`config.mk`:
```
export PLATFORM = sky130hd
export DESIGN_NAME = seg_serial_rx
export DESIGN_NICKNAME = d
export VERILOG_FILES = /design/src/rtl/seg_serial_rx.sv
export SDC_FILE = /design/constraint.sdc
export NUM_CORES = 1
export LEC_CHECK = 0
export ABC_AREA = 1
export BUFFER_PORTS_ARGS = -buffer_cell sky130_fd_sc_hd__buf_4
export CORE_ASPECT_RATIO = 0.7
export CORE_MARGIN = 5
export CORE_UTILIZATION = 40
export DETAILED_ROUTE_END_ITERATION = 12
export MAX_ROUTING_LAYER = met4
export PLACE_DENSITY = 0.58
export SETUP_SLACK_MARGIN = 0.15
export SLEW_MARGIN = 20
export SYNTH_ARGS = -nofsm -noshare
export SYNTH_HDL_FRONTEND = slang
export SYNTH_SLANG_ARGS = --single-unit
export TNS_END_PERCENT = 5
```
`constraint.sdc`:
```
create_clock -name clk -period 2.6 [get_ports clk]
set_clock_uncertainty 0.2 [all_clocks]
set_input_delay 0.13 -clock clk [delete_from_list [all_inputs] [get_ports clk]]
set_output_delay 0.13 -clock clk [all_outputs]
set_load 0.02 [all_outputs]
```
`src/rtl/seg_serial_rx.sv`:
```
// ============================================================================
//  Module   : seg_serial_rx
//  Purpose  : Serial receiver for the 32-bit segment link.
//             Builds each frame from the serial bits, decodes the digits back
//             to BCD, and flags framing, decode and link-loss errors.
//             When SEG_RX_ACTIVE_LOW_EN is defined, the segment bits are
//             decoded as active-low (common-anode boards).
//  Revision : 1.0  initial release
// ============================================================================
`default_nettype none

module seg_serial_rx #(
  parameter int NUM_DIGITS   = 4,
  parameter int LINK_TIMEOUT = 64
) (
  input  logic                      clk,
  input  logic                      rst,
  input  logic                      enable,
  input  logic                      data_in,
  input  logic                      sync_in,
  output logic [8*NUM_DIGITS-1:0]   seg_word,
  output logic                      word_valid,
  output logic [4*NUM_DIGITS-1:0]   bcd_out,
  output logic [NUM_DIGITS-1:0]     dp_out,
  output logic                      bcd_valid,
  output logic                      decode_err,
  output logic                      frame_err,
  output logic                      link_lost
);

  localparam int                  c_FRAME_BITS = 8 * NUM_DIGITS;
  localparam int                  c_CNT_W      = $clog2(c_FRAME_BITS + 1);
  localparam logic [c_CNT_W-1:0]  c_CNT_MAX    = c_CNT_W'(c_FRAME_BITS);
  localparam logic [c_CNT_W-1:0]  c_CNT_LAST   = c_CNT_W'(c_FRAME_BITS - 1);
  localparam logic [15:0]         c_TIMEOUT    = 16'(LINK_TIMEOUT);

  logic [c_FRAME_BITS-1:0] r_shreg;
  logic [c_CNT_W-1:0]      r_bit_cnt;
  logic [15:0]             r_timeout;
  logic [c_FRAME_BITS-1:0] w_next_shreg;

  logic [4*NUM_DIGITS-1:0] w_bcd;
  logic [NUM_DIGITS-1:0]   w_dp;
  logic [NUM_DIGITS-1:0]   w_bad;

  assign w_next_shreg = {data_in, r_shreg[c_FRAME_BITS-1:1]};

  // Receive path: shift, frame capture, short-frame resync and link watchdog
  always_ff @(posedge clk) begin
    if (rst) begin
      r_shreg    <= '0;
      r_bit_cnt  <= '0;
      r_timeout  <= '0;
      seg_word   <= '0;
      word_valid <= 1'b0;
      frame_err  <= 1'b0;
      link_lost  <= 1'b0;
    end else begin
      word_valid <= 1'b0;
      frame_err  <= 1'b0;
      if (enable) begin
        r_shreg <= w_next_shreg;
        if (sync_in) begin
          r_bit_cnt <= '0;
          if (r_bit_cnt >= c_CNT_LAST) begin
            seg_word   <= w_next_shreg;
            word_valid <= 1'b1;
            r_timeout  <= '0;
            link_lost  <= 1'b0;
          end else begin
            frame_err  <= 1'b1;
          end
        end else begin
          if (r_bit_cnt != c_CNT_MAX) begin
            r_bit_cnt <= r_bit_cnt + 1'b1;
          end
          if (r_timeout != c_TIMEOUT) begin
            r_timeout <= r_timeout + 16'd1;
          end
          if (r_timeout >= c_TIMEOUT - 16'd1) begin
            link_lost <= 1'b1;
          end
        end
      end
    end
  end

  // Per-digit seven-segment to BCD lookup
  for (genvar k = 0; k < NUM_DIGITS; k++) begin : g_digit
    logic [7:0] w_byte;
    logic [3:0] w_digit;
    logic       w_illegal;

`ifdef SEG_RX_ACTIVE_LOW_EN
    assign w_byte = ~seg_word[8*k +: 8];
`else
    assign w_byte = seg_word[8*k +: 8];
`endif

    always_comb begin
      w_digit   = 4'hE;
      w_illegal = 1'b0;
      case (w_byte[6:0])
        7'h3F:   w_digit = 4'h0;
        7'h06:   w_digit = 4'h1;
        7'h5B:   w_digit = 4'h2;
        7'h4F:   w_digit = 4'h3;
        7'h66:   w_digit = 4'h4;
        7'h6D:   w_digit = 4'h5;
        7'h7D:   w_digit = 4'h6;
        7'h07:   w_digit = 4'h7;
        7'h7F:   w_digit = 4'h8;
        7'h6F:   w_digit = 4'h9;
        7'h00:   w_digit = 4'hF;
        default: w_illegal = 1'b1;
      endcase
    end

    assign w_bcd[4*k +: 4] = w_digit;
    assign w_dp[k]         = w_byte[7];
    assign w_bad[k]        = w_illegal;
  end

  // Decode stage runs off the word_valid pulse, so it completes even while paused
  always_ff @(posedge clk) begin
    if (rst) begin
      bcd_out    <= '0;
      dp_out     <= '0;
      bcd_valid  <= 1'b0;
      decode_err <= 1'b0;
    end else begin
      bcd_valid <= word_valid;
      if (word_valid) begin
        bcd_out    <= w_bcd;
        dp_out     <= w_dp;
        decode_err <= |w_bad;
      end
    end
  end

endmodule

`default_nettype wire

```
* Word-level counts from Yosys, hierarchy flattened
Index checks and enable logic that the tools add are counted.
** Storage, ports and cells
- Register bits after elaboration :: 111
- Input port bits :: 5
- Output and inout port bits :: 57
** Operators by class
- Add/subtract/negate cells :: 2
- Magnitude comparators :: 2
- Eq/ne operators :: 43
- Mux-type cells :: 18
- Bitwise logic cells :: 2
- Reductions and logical operators :: 17
** Operator list (count)
- 7-bit equality test, second input constant :: 28
- 4-bit one-hot mux with 11 select lines :: 4
- 7-bit by 3-bit equality test with 1-bit output, second input constant :: 8
- 16-bit two-way mux :: 3
- 11-bit OR reduction :: 4
- 7-bit by 6-bit equality test with 1-bit output, second input constant :: 4
- 7-bit zero test :: 4
- 16-bit by 1-bit adder with 16-bit output, second input constant :: 1
- 16-bit by 6-bit >= comparator with 1-bit output, second input constant :: 1
- 16-bit by 7-bit inequality test with 1-bit output, second input constant :: 1
- 6-bit two-way mux :: 2
- 1-bit two-way mux :: 9
- 3-bit AND reduction :: 3
- 6-bit by 1-bit adder with 6-bit output, second input constant :: 1
- 6-bit by 5-bit >= comparator with 1-bit output, second input constant :: 1
- 6-bit inequality test, second input constant :: 1
- 2-bit nonzero test :: 3
- 4-bit OR reduction :: 1
- 3-bit OR reduction :: 1
- 2-bit by 1-bit inequality test with 1-bit output, second input constant :: 1
- 1-bit inverter :: 2
- 2-bit AND reduction :: 1

* Longest topological paths before layout
- Word-level depth :: 4
- Depth in mapped cells :: 12
- Mapped depth without buffers :: 12

* Worst setup path after synthesis
No wires, ideal clock.
- Path type :: register to register
- Start :: reg r_bit_cnt[0]
- End :: reg r_timeout[12]
- Setup time :: 0.128 ns
- Data arrival time :: 1.365 ns
- Data required time :: 2.272 ns
- Setup slack :: 0.907 ns
- Stages on the path, launching flop included :: 13
- Path buffers :: 1
- Period minus slack after synthesis :: 1.693 ns
- Cell sequence :: dfxtp_1 ha_1 nand2_1 nor2_4 nor2_4 nand2_2 nand2_2 inv_1 nand2_2 buf_6 nor2_1 a21oi_1 nor2_1
** On the way
- Longest elaborated chain between the ends :: 3
** Ends and longest elaborated chain
- from (decl) :: RTL line 38 : logic [c_CNT_W-1:0] r_bit_cnt;
- from (signal assigned) :: RTL line 75 : r_bit_cnt <= r_bit_cnt + 1'b1;
- 6-bit by 5-bit >= comparator with 1-bit output :: RTL line 65 : if (r_bit_cnt >= c_CNT_LAST) begin
- 2-bit by 1-bit inequality test with 1-bit output (no source line)
- 3-bit AND reduction (no source line)
- to (signal assigned) :: RTL line 78 : r_timeout <= r_timeout + 16'd1;
- to (decl) :: RTL line 39 : logic [15:0] r_timeout;
Every way passes these cells.
A chain may end at the register's enable or synchronous reset.

* Worst setup path in the final report
- Start :: reg r_bit_cnt[0]
- End :: reg r_timeout[3]
Same word-level chain as after synthesis.

==> metrics.yaml <==
status: "complete, no violations"
seqPwrFrac: 0.537
power_frac_comb: 0.046
antenna_left: 0
rsz0062_at_grt: "false"
yosysTopAreaCellShare: 0.4355
antenna_found_initial: 0
final_area_um2: 5984
dp_hpwl_mm: 9.931
grt_pass1_vias: 4470
coreArea_um2: 12420
reg2reg_from: "r_bit_cnt[0]"
busiest_layer: "met1"
port_buffers: 61
min_period_over_period: 0.8296
cts_setup_buffers: 0
holdWs_ns: 0.06104
async_flop_share: 0
syn_to_final_growth_pct: 18.36
gp_congestion: 0.9701
cts_resized: 0
grt_pass1_wl_mm: 22.74
critical_path_class: "reg2reg"
synth_fa_ha_area_frac: 0.009899
use_met1: 0.2929
grt_max_degree: 53
wl_per_cell_um: 14.24
fmax_ghz: 0.4636
max_slew.worst_pin.slew_ns: 0.6487
synth_top_family_by_area: "simple AND/OR/NAND/NOR gates"
intPower_mw: 2.446
grt_util_met2: 0.2515
dieArea_um2: 15020
tns_ns: 0
synth_area_per_cell_um2: 6.750
synth-simple-area-share: 0.3279
syn_inst: 749
viasPerCell: 5.133
clk_pin_slew_ns: 0.08
ys_seq_area_frac: 0.4355
start_kind: "flop"
synth_edf_count: 0
slew_violations: 0
synth_mux_area_frac: 0
min_period_ns: 2.157
synth_area_um2: 5056
slew_headroom: 0.5659
dominantRegCellSynth: "dfxtp_1"
cp.required_ns: 2.68
nNetsFinal: 811
nFillCells: 1268
synthDistinctLibCells: 32
crit_chain: "ha_1, nand2_1, nor2_4, nor2_4, nor2_4, nor2_1, inv_1, a21oi_1"
cts_buffers: 9
ys_top_cells_by_area: "dfxtp_1 (44%), nor2_1 (14%), o21ai_0 (9.2%)"
num_vias: 4974
drt-total-wl_mm: 13.80
netSwitchingFraction: 0.2464
initial_core_util: 0.4070
clock_power_share: 0.417
num_rows: 34
grt.total_usage: 0.1899
ioPinCount: 62
die_y_um: 104.1
cts_buffer_depth: 2
place_area_um2: 5668
p_leak_nw: 2.498
dr.pass1.iters: 5
grt-ovfl-total: 0
cts_num_sinks: 110
worstPathArrival_ns: 2.23
ys_seq_elements: 110
synth_top_cell_by_area: "dfxtp_1"
synth_nets: 758
drc_errors: 0
hold_path.startpoint: "enable"
critPathMaxStageDelay_ns: 0.51
final-hold-violation-count: 0
cap_violations: 0
yosysWarnings: 0
synth-compound-area-share: 0.1561
crit_top_cell: "nor2_4"
clock_latency_ns: 0.35
mostFrequentLayoutCells: "nor2_1 (191), nand2_1 (116), dfxtp_1 (110), o21ai_0 (93), buf_4 (66)"
drt_iter0_markers: 317
drive_above_1_share: 0.1214
htreeDepth: 3
slowest_stage: "nor2_1"
worstHoldPathType: "in2reg"
switching_power_mw: 0.7999
cts_tree: "built"
p_per_area_nw_per_um2: 542.4
setup_viol: 0
use_met3: 0.03631
final_common_cell: "nor2_1"
diodes: 0
startpoint: "r_bit_cnt[0]"
cts_root_buf: "clkbuf_16"
synthXorXnorAreaFrac: 0.001732
ir_worst_vdd_v: 0.0003148
worstSetupEndpointType: "flop"
die_x_um: 144.4
critPathMaxFanout: 15
## through the flow
| stage | setup WS, ns | instances | utilization | total power [mW] |
|---|---|---|---|---|
| after floorplan | 0.9071 | 749 | - | 1.879 |
| after global placement | 0.5998 | 950 | 0.4563 | 1.924 |
| after detailed placement | 0.4568 | 950 | 0.4563 | 1.928 |
| after CTS | 0.4410 | 969 | 0.4818 | 3.276 |
| after global routing | 0.2152 | 969 | 0.4818 | 3.360 |
| final | 0.4430 | 969 | 0.4818 | 3.246 |
## metal layers
layer  up-vias  wire (um)
met5         -          0
met4         0        163
met3        14        791
met2       150       5528
met1      2261       7317
li1       2549          -
## cells by family after synthesis
kind of cell,after synthesis
AND/OR/NAND/NOR,395
AO/OA/AOI/OAI,151
flip-flops,110
buffers and inverters,88
adder cells (fa/ha/maj),4
XOR/XNOR,1
## critical path: cells and delay by family (launching register included)
family,cells,cell delay [ns]
buf+inv,1,0.24
fa+ha+maj,1,0.21
simple gates,5,0.92
compound gates,1,0.17
flops,1,0.34
## power groups by stage
stage / clock [mW] / sequential, mW / combinational [mW]
finish: 1.35 / 1.74 / 0.149
global route: 1.44 / 1.75 / 0.170
CTS: 1.38 / 1.74 / 0.149
detailed placement: 0 / 1.78 / 0.144
global placement: 0 / 1.78 / 0.141
floorplan: 0 / 1.78 / 0.103
## synthesized netlist by cell type, drive strengths merged (2+ instances only)
cell and number:
o21ai 95, nor3 22, nor2 195, a21oi 48
clkbuf 26, dfxtp 110, nand2 120, a211oi 2
inv 59, a31oi 2, ha 4, buf 3
nand3 42, nand4 13
## cell type report
| cell class | instances | area (um2) | area share |
|---|---|---|---|
| clock buffers | 10 | 229.0 | 0.03826 |
| repair buffers | 71 | 565.5 | 0.09450 |
| clock inverters | 6 | 57.56 | 0.009617 |
| multi-input cells | 551 | 2506 | 0.4188 |
| well taps | 162 | 202.7 | 0.03387 |
| inverters | 59 | 221.5 | 0.03701 |
| flip-flops and latches | 110 | 2202 | 0.3680 |
## final timing paths
kind,endpoint,slack (ns),depth (start not counted)
worst max-delay path,r_timeout[3],0.44,8
worst max register to register,r_timeout[3],0.44,8
worst min-delay path,r_shreg[31],0.06,3
worst min register to register,bcd_out[12],0.27,2
## state kept, by name, summed over array words and instances (netlist names), 4 cells and up
signal	flops
r_shreg	31
dp_out	4
bcd_out	16
seg_word	32
r_bit_cnt	6
r_timeout	16
## what timing repair did
action,4_1_cts,5_1_grt
endpoints found under the hold margin,13,0
hold buffers,3,0
endpoints found under the setup margin,0,0
Note: power is estimated with default switching activity, not from simulation.
